File: src/rtl/input_conditioner.sv
`default_nettype none
// ============================================================================
// Module   : input_conditioner
// Function : Synchronizes and debounces a switch level into a registered mode
//            with edge pulses, and paces the sequencer with a step enable.
// Revision : 1.0
// ============================================================================
module input_conditioner #(
    parameter int SYNC_STAGES     = 2,
    parameter int DEBOUNCE_CYCLES = 1000000,
    parameter int TICK_CYCLES     = 50000000
) (
    input  logic clk,
    input  logic reset,
    input  logic raw_in,
    input  logic tick_en,
    output logic mode_out,
    output logic mode_rise,
    output logic mode_fall,
    output logic step_tick,
    output logic bouncing
);
    localparam int c_DB_W = $clog2(DEBOUNCE_CYCLES);
    localparam int c_TK_W = $clog2(TICK_CYCLES);
    localparam logic [c_DB_W-1:0] c_DB_LAST = c_DB_W'(DEBOUNCE_CYCLES - 1);
    localparam logic [c_TK_W-1:0] c_TK_LAST = c_TK_W'(TICK_CYCLES - 1);

    typedef enum logic [1:0] {
        STABLE_LO = 2'd0,
        WAIT_HI   = 2'd1,
        STABLE_HI = 2'd2,
        WAIT_LO   = 2'd3
    } state_t;

    state_t                 r_state;
    logic [SYNC_STAGES-1:0] r_sync;
    logic [c_DB_W-1:0]      r_db_cnt;
    logic [c_TK_W-1:0]      r_tk_cnt;
    logic                   r_mode;
    logic                   r_rise;
    logic                   r_fall;
    logic                   r_tick;
    logic                   r_bouncing;

    logic w_sync;
    logic w_db_done;
    logic w_mode_edge;

    assign w_sync    = r_sync[SYNC_STAGES-1];
    assign w_db_done = (r_db_cnt == c_DB_LAST);
    // Asserted on the edge that commits a new debounced level.
    assign w_mode_edge = ((r_state == WAIT_HI) &&  w_sync && w_db_done) ||
                         ((r_state == WAIT_LO) && !w_sync && w_db_done);

    always_ff @(posedge clk or negedge reset) begin
        if (!reset) begin
            r_sync <= '0;
        end else begin
            r_sync <= {r_sync[SYNC_STAGES-2:0], raw_in};
        end
    end

    always_ff @(posedge clk or negedge reset) begin
        if (!reset) begin
            r_state    <= STABLE_LO;
            r_db_cnt   <= '0;
            r_mode     <= 1'b0;
            r_rise     <= 1'b0;
            r_fall     <= 1'b0;
            r_bouncing <= 1'b0;
        end else begin
            r_rise <= 1'b0;
            r_fall <= 1'b0;
            case (r_state)
                STABLE_LO: begin
                    if (w_sync) begin
                        r_state    <= WAIT_HI;
                        r_db_cnt   <= '0;
                        r_bouncing <= 1'b1;
                    end
                end
                WAIT_HI: begin
                    if (!w_sync) begin
                        r_state    <= STABLE_LO;
                        r_db_cnt   <= '0;
                        r_bouncing <= 1'b0;
                    end else if (w_db_done) begin
                        r_state    <= STABLE_HI;
                        r_db_cnt   <= '0;
                        r_mode     <= 1'b1;
                        r_rise     <= 1'b1;
                        r_bouncing <= 1'b0;
                    end else begin
                        r_db_cnt <= r_db_cnt + 1'b1;
                    end
                end
                STABLE_HI: begin
                    if (!w_sync) begin
                        r_state    <= WAIT_LO;
                        r_db_cnt   <= '0;
                        r_bouncing <= 1'b1;
                    end
                end
                WAIT_LO: begin
                    if (w_sync) begin
                        r_state    <= STABLE_HI;
                        r_db_cnt   <= '0;
                        r_bouncing <= 1'b0;
                    end else if (w_db_done) begin
                        r_state    <= STABLE_LO;
                        r_db_cnt   <= '0;
                        r_mode     <= 1'b0;
                        r_fall     <= 1'b1;
                        r_bouncing <= 1'b0;
                    end else begin
                        r_db_cnt <= r_db_cnt + 1'b1;
                    end
                end
                default: begin
                    r_state    <= STABLE_LO;
                    r_db_cnt   <= '0;
                    r_bouncing <= 1'b0;
                end
            endcase
        end
    end

    // A mode change restarts the step phase so the sequencer steps a full
    // period after the user's action.
    always_ff @(posedge clk or negedge reset) begin
        if (!reset) begin
            r_tk_cnt <= '0;
            r_tick   <= 1'b0;
        end else if (w_mode_edge) begin
            r_tk_cnt <= '0;
            r_tick   <= 1'b0;
        end else if (!tick_en) begin
            r_tick <= 1'b0;
        end else if (r_tk_cnt == c_TK_LAST) begin
            r_tk_cnt <= '0;
            r_tick   <= 1'b1;
        end else begin
            r_tk_cnt <= r_tk_cnt + 1'b1;
            r_tick   <= 1'b0;
        end
    end

    assign mode_out  = r_mode;
    assign mode_rise = r_rise;
    assign mode_fall = r_fall;
    assign step_tick = r_tick;
    assign bouncing  = r_bouncing;

endmodule
`default_nettype wire

File: config.mk
export PLATFORM = sky130hd
export DESIGN_NAME = input_conditioner
export DESIGN_NICKNAME = d
export VERILOG_FILES = /design/src/rtl/input_conditioner.sv
export SDC_FILE = /design/constraint.sdc
export NUM_CORES = 1
export LEC_CHECK = 0
export CELL_PAD_IN_SITES_DETAIL_PLACEMENT = 1
export CELL_PAD_IN_SITES_GLOBAL_PLACEMENT = 2
export CORE_ASPECT_RATIO = 1.4
export CORE_MARGIN = 2
export CORE_UTILIZATION = 35
export CTS_BUF_LIST = sky130_fd_sc_hd__clkbuf_16
export CTS_CLUSTER_DIAMETER = 200
export DETAILED_ROUTE_END_ITERATION = 16
export PLACE_DENSITY_LB_ADDON = 0.1
export REMOVE_ABC_BUFFERS = 1
export SLEW_MARGIN = 20
export SYNTH_ARGS = -nofsm -noshare
export SYNTH_HDL_FRONTEND = slang
export SYNTH_SLANG_ARGS = --single-unit
File: constraint.sdc
create_clock -name clk -period 2 [get_ports clk]
set_input_delay 0.4 -clock clk [delete_from_list [all_inputs] [get_ports clk]]
set_output_delay 0.4 -clock clk [all_outputs]
set_load 0.005 [all_outputs]
== After elaboration in Yosys (flattened, before gate mapping) ==
Cells that the tools add are included.
Word-level totals
  ROM bits: 0
  bits of input ports: 4
  memories: 0
  bits in latches: 0
  register bits after elaboration: 55
  word-level logic and storage cells: 71
  memory bits (writable): 0
  output and inout bits: 5
Cells by class
  magnitude comparators: 0
  reductions and logical operators: 12
  eq/ne operators: 13
  $add $sub $neg: 2
  div/mod/pow operators: 0
  shift-type cells: 0
  mux-type cells: 35
  bitwise gates (word level): 0
  multipliers: 0
Operators with widths (count)
  20-bit 2-to-1 mux: 5
  20-bit one-hot mux with 4 select lines: 1
  26-bit 2-to-1 mux: 3
  26-bit by 1-bit adder with 26-bit output, second input constant: 1
  26-bit equality test, second input constant: 1
  20-bit by 1-bit adder with 20-bit output, second input constant: 1
  20-bit equality test, second input constant: 1
  1-bit 2-to-1 mux: 17
  2-bit 2-to-1 mux: 6
  2-bit != test, second input constant: 6
  2-bit one-hot mux with 4 select lines: 1
  3-bit != test, second input constant: 2
  5-bit AND reduction: 1
  2-bit equality test, second input constant: 2
  1-bit logical AND: 4
  1-bit one-hot mux with 4 select lines: 1
  4-bit AND reduction: 1
  2-bit nonzero test: 2
  2-bit by 1-bit equality test with 1-bit output, second input constant: 1
  2-bit logical NOT: 1
  1-bit one-hot mux with 2 select lines: 1
  2-bit AND reduction: 1
  1-bit logical NOT: 1
  1-bit logical OR: 1

== Logic depth before layout (Yosys ltp) ==
Gate-level depths: netlist of run 1.
  word-level depth: 5
  gate-level depth with buffers: 8
  depth with buffers taken out: 6

== Worst setup path after synthesis of run 1 ==
No wires, ideal clock.
  kind: reg2reg
  start point: reg r_db_cnt[0]
  end point: reg r_tk_cnt[25]
  stages on the path, launching flop included: 8
  setup time: 0.077 ns
  arrival: 2.016 ns
  data required time: 1.923 ns
  period minus slack after synthesis: 2.093 ns
  setup slack: -0.093 ns
  path buffers: 1
  cell sequence: dfrtp_1 -> ha_1 -> and4_1 -> nand4_1 -> o31a_1 -> buf_6 -> or4_1 -> a21oi_1
On the way
  longest elaborated chain between the ends: 4
  elaborated cells on any way between the ends: 6
  those cells by class: eq/ne (1); mux (1); reduce/logical (4)
Ends and longest elaborated chain
  start, declared: RTL line 37  | logic [c_DB_W-1:0] r_db_cnt;
  start signal, assigned: RTL line 94  | r_db_cnt <= r_db_cnt + 1'b1;
  start signal, assigned: RTL line 116  | r_db_cnt <= r_db_cnt + 1'b1;
  20-bit equality test *: RTL line 50  | assign w_db_done = (r_db_cnt == c_DB_LAST);
  1-bit logical AND, on equally long branches: RTL line 52, 53
  1-bit logical OR *: RTL line 52  | assign w_mode_edge = ((r_state == WAIT_HI) && w_sync && w_db_done) ||
  26-bit 2-to-1 mux or 2-bit nonzero test (tied branches)
  end signal, assigned: RTL line 143  | r_tk_cnt <= r_tk_cnt + 1'b1;
  end, declared: RTL line 38  | logic [c_TK_W-1:0] r_tk_cnt;
Mark *: on every way between the ends. The rest lies on a longest branch, timed or not.
A chain may end at the register's enable or synchronous reset.

== Worst setup path after layout of run 1 ==
  start point: reg r_db_cnt[1]
  end point: reg r_tk_cnt[7]
The elaborated chain is that of the path after synthesis.

==> metrics, run 1 <==
run status finished with violations; failing checks setup timing; post-detailed-route DRC marker count 0; global routing usage summed across all routing layers 0.2045; multiplexer fraction of the synthesized cell area 0.01056; starting utilization of the core area 0.3614; routed length per placed instance 18.81 um; Leakage Power 1.679 nW; Yosys top cell by area dfrtp_1; count of unique library cells instantiated by Yosys 48; Final Skew 0.008186 ns; CP endpoint kind flip-flop; YS warnings 0; total number of vias 2826; Max VDD drop 0.3985 mV; setup tns final -1.763 ns; cts hold-fix bufs 0; antenna violations before repair 0; multi-input logic area 1718 um^2; total count of hold-check failures in the final report 0; Total Die Area 9228 um^2; switching power total 0.0007663 W; fraction of power consumed by the clock network 0.364; Pins Over Slew Limit 0; leading cell type by number of instances after synthesis dfrtp_1; routability congestion estimate from global placement 0.7900; number of input and output port buffers inserted 8; cell row count 39; clock insertion delay at the later pin of the skew report 0.30 ns; Mapped Avg Cell Area 9.201 um^2; Std-Cell Core Area 8198 um^2; ranking of synthesized cells by instance count dfrtp_1, nand2_1, a21oi_1; RSZ-0062 raised after global routing yes; NumNets Final 400; peak clock frequency supported by timing 463.5 MHz; final HPWL from detailed placement 6433 um; first-pass GRT wire length 14690 um; worst r2r src r_db_cnt[1]; main area contributors after synthesis dfrtp_1, a21oi_1, o21ai_0, nand3_1, nand2_1; root buffer cell clkbuf_16; number of storage elements in the synthesis netlist 55; Die W 81.76 um; CTS sink cnt 55; IO Count 9; synthesized cell area 2963 um^2; Req. time, crit path 2.22 ns; clock buffers created by TritonCTS 5; sequential share of the synthesized area 0.4645; # H-tree levels 2; Comb power frac 0.163; # Max-Cap Violations 0; final antenna-violating net count 0; total routed wirelength 9350 um; final global-route overflow total 0; most used flip-flop cell after synthesis dfrtp_1; reg-to-reg slack, setup -0.16 ns; post-route fraction of the period consumed by the critical path 1.079; relative area change from synthesis to final layout 37.88%; compound-gate portion of the synthesized area 0.1812; category of the most critical setup path flip-flop to flip-flop; iteration count of the initial detailed-routing pass 4; share of synthesized cell area in full adder, half adder and majority cells 0.008446; DRC violation total after the first TritonRoute iteration 81; worst-path fanout max 8; XOR/XNOR share of the synthesized area 0.02956; max-slew headroom at the worst pin 0.7181; largest family of logic cells by synthesized area simple AND/OR/NAND/NOR gates; post-placement cell area 3595 um^2; antenna diode count 0; largest buffer count on any clock path 2; final setup violating endpoints 15; Final Util 0.4983; Reg-to-Reg End r_tk_cnt[7]; P per Cell Area 676.6 nW/um^2; fraction of power consumed by sequential logic 0.473; final worst setup slack -0.1574 ns; clock transition at the registers of the reported paths 0.08 ns; Int Power 0.001998 W; share of synthesized registers carrying an async set or reset 1.000; Cells after Synth 322; fraction of the mapped netlist area in simple logic gates 0.2783; via count of the first global-routing pass 2981; type of element launching the critical path flip-flop; CTS tree done; signal arrival time at the worst endpoint 2.38 ns; DIE HEIGHT 112.9 um; number of cells on the worst reg-to-reg path 8; Hold Crit Class primary input to asynchronous set/reset pin; pin count of the biggest net entering global routing 56; area occupied by registers 1376 um^2; Switching Share 0.2772; final-layout fill cell count 939; share of final-layout standard cells stronger than drive strength 1 0.3190; Design Area, Final 4085 um^2; number of enable-type register cells in the synthesized netlist 0; area share of the largest cell type after synthesis 0.4645; Slew @ Worst Pin 0.4219 ns; DR vias/cell 5.686; time the final worst path needs with I/O delays and setup 2.157 ns
worst max path at each step:
| stage | cells past startpoint | from | endpoint | slack [ns] |
|---|---|---|---|---|
| floorplan | 6 | r_db_cnt[0] | r_tk_cnt[25] | -0.19 |
| global placement | 7 | r_db_cnt[0] | r_tk_cnt[25] | -0.04 |
| detailed placement | 7 | r_db_cnt[1] | r_tk_cnt[25] | -0.09 |
| CTS | 7 | r_db_cnt[1] | r_tk_cnt[25] | -0.10 |
| global route | 8 | r_db_cnt[1] | r_tk_cnt[17] | -0.22 |
| finish | 8 | r_db_cnt[1] | r_tk_cnt[7] | -0.16 |
power groups by stage:
stage | clock network [W] | registers, W | logic [W]
floorplan | 0 | 0.00129 | 0.000183
global placement | 0 | 0.00131 | 0.000344
detailed placement | 0 | 0.00132 | 0.000357
CTS | 0.00102 | 0.00130 | 0.000369
global route | 0.00106 | 0.00132 | 0.000498
finish | 0.00100 | 0.00131 | 0.000452
registers in the layout, summed over array words and instances (netlist names), named ones only:
register and count:
bouncing 1, mode_fall 1, mode_out 1, mode_rise 1, r_db_cnt 20, r_state 1
r_sync 2, r_tk_cnt 26, step_tick 1
layout make-up:
cell class	instances	share of cell area
multi-input cells	249	0.4205
flip-flops and latches	55	0.3369
repair buffers	77	0.1657
well taps	102	0.03124
clock buffers	5	0.03063
clock inverters	3	0.009495
inverters	6	0.005513
layout by cell type, fill, tap and decap left out, types with 7 or more instances in the layout:
cell and n:
nand2_1 26, nand4_1 14, dfrtp_1 55, nor2_1 15
clkdlybuf4s50_1 7, clkbuf_16 7, a31oi_1 10, or3_4 7
and3_1 11, buf_4 61, a21oi_2 13, a21oi_1 11
nand3_1 22, o21ai_0 18
metal layers:
layer,vias up,part of all wire,wire (um),global-route usage
li1,1374,-,-,-
met4,0,0.024,225,0.06222
met2,20,0.56,5204,0.3859
met1,1419,0.40,3785,0.2288
met3,13,0.014,134,0.02951
met5,-,0,0,0
cells by family (layout without fill, tap and decap cells):
kind of cell,Yosys count,after routing
flip-flops,55,55
AO/OA/AOI/OAI,87,87
multiplexers,3,3
buffers and inverters,18,91
adder cells (fa/ha/maj),2,2
AND/OR/NAND/NOR,147,147
XOR/XNOR,10,10
timing repair:
item,in CTS,in global routing
resized for setup,7,51
pin swaps,0,28
setup buffers,1,6
endpoints found under the setup margin,16,29
cloned,0,2
worst max-delay path, stage by stage (launching register included):
cell,delay [ns]
dfrtp_1,0.36
ha_2,0.19
and4_4,0.21
nand4_1,0.13
o31a_1,0.40
buf_6,0.15
clkbuf_16,0.15
or3_1,0.36
a21oi_1,0.13
metrics by stage:
| step | instances | hold slack (ns) | worst slack, ns | power (W) |
|---|---|---|---|---|
| 6_report | 497 | 0.09261 | -0.1574 | 0.002764 |
| 5_1_grt | 497 | 0.1118 | -0.2162 | 0.002882 |
| 4_1_cts | 489 | 0.1097 | -0.1040 | 0.002685 |
| 3_5_place_dp | 480 | 0.3418 | -0.08993 | 0.001675 |
| 3_3_place_gp | 480 | 0.3382 | -0.04351 | 0.001657 |
| 2_1_floorplan | 310 | 0.1044 | -0.1926 | 0.001477 |
Power figures use the tool's default switching activity.
==> run 2: changes to the inputs <==
ABC_CLOCK_PERIOD_IN_PS = 2000   (was default)
==> results of run 2 <==
No change in the layout: final DEF, timing and power equal those of run 1.
==> run 3: changes to the inputs <==
SLEW_MARGIN = 15   (was 20)
==> results of run 3 <==
No change in the layout: final DEF, timing and power equal those of run 1.
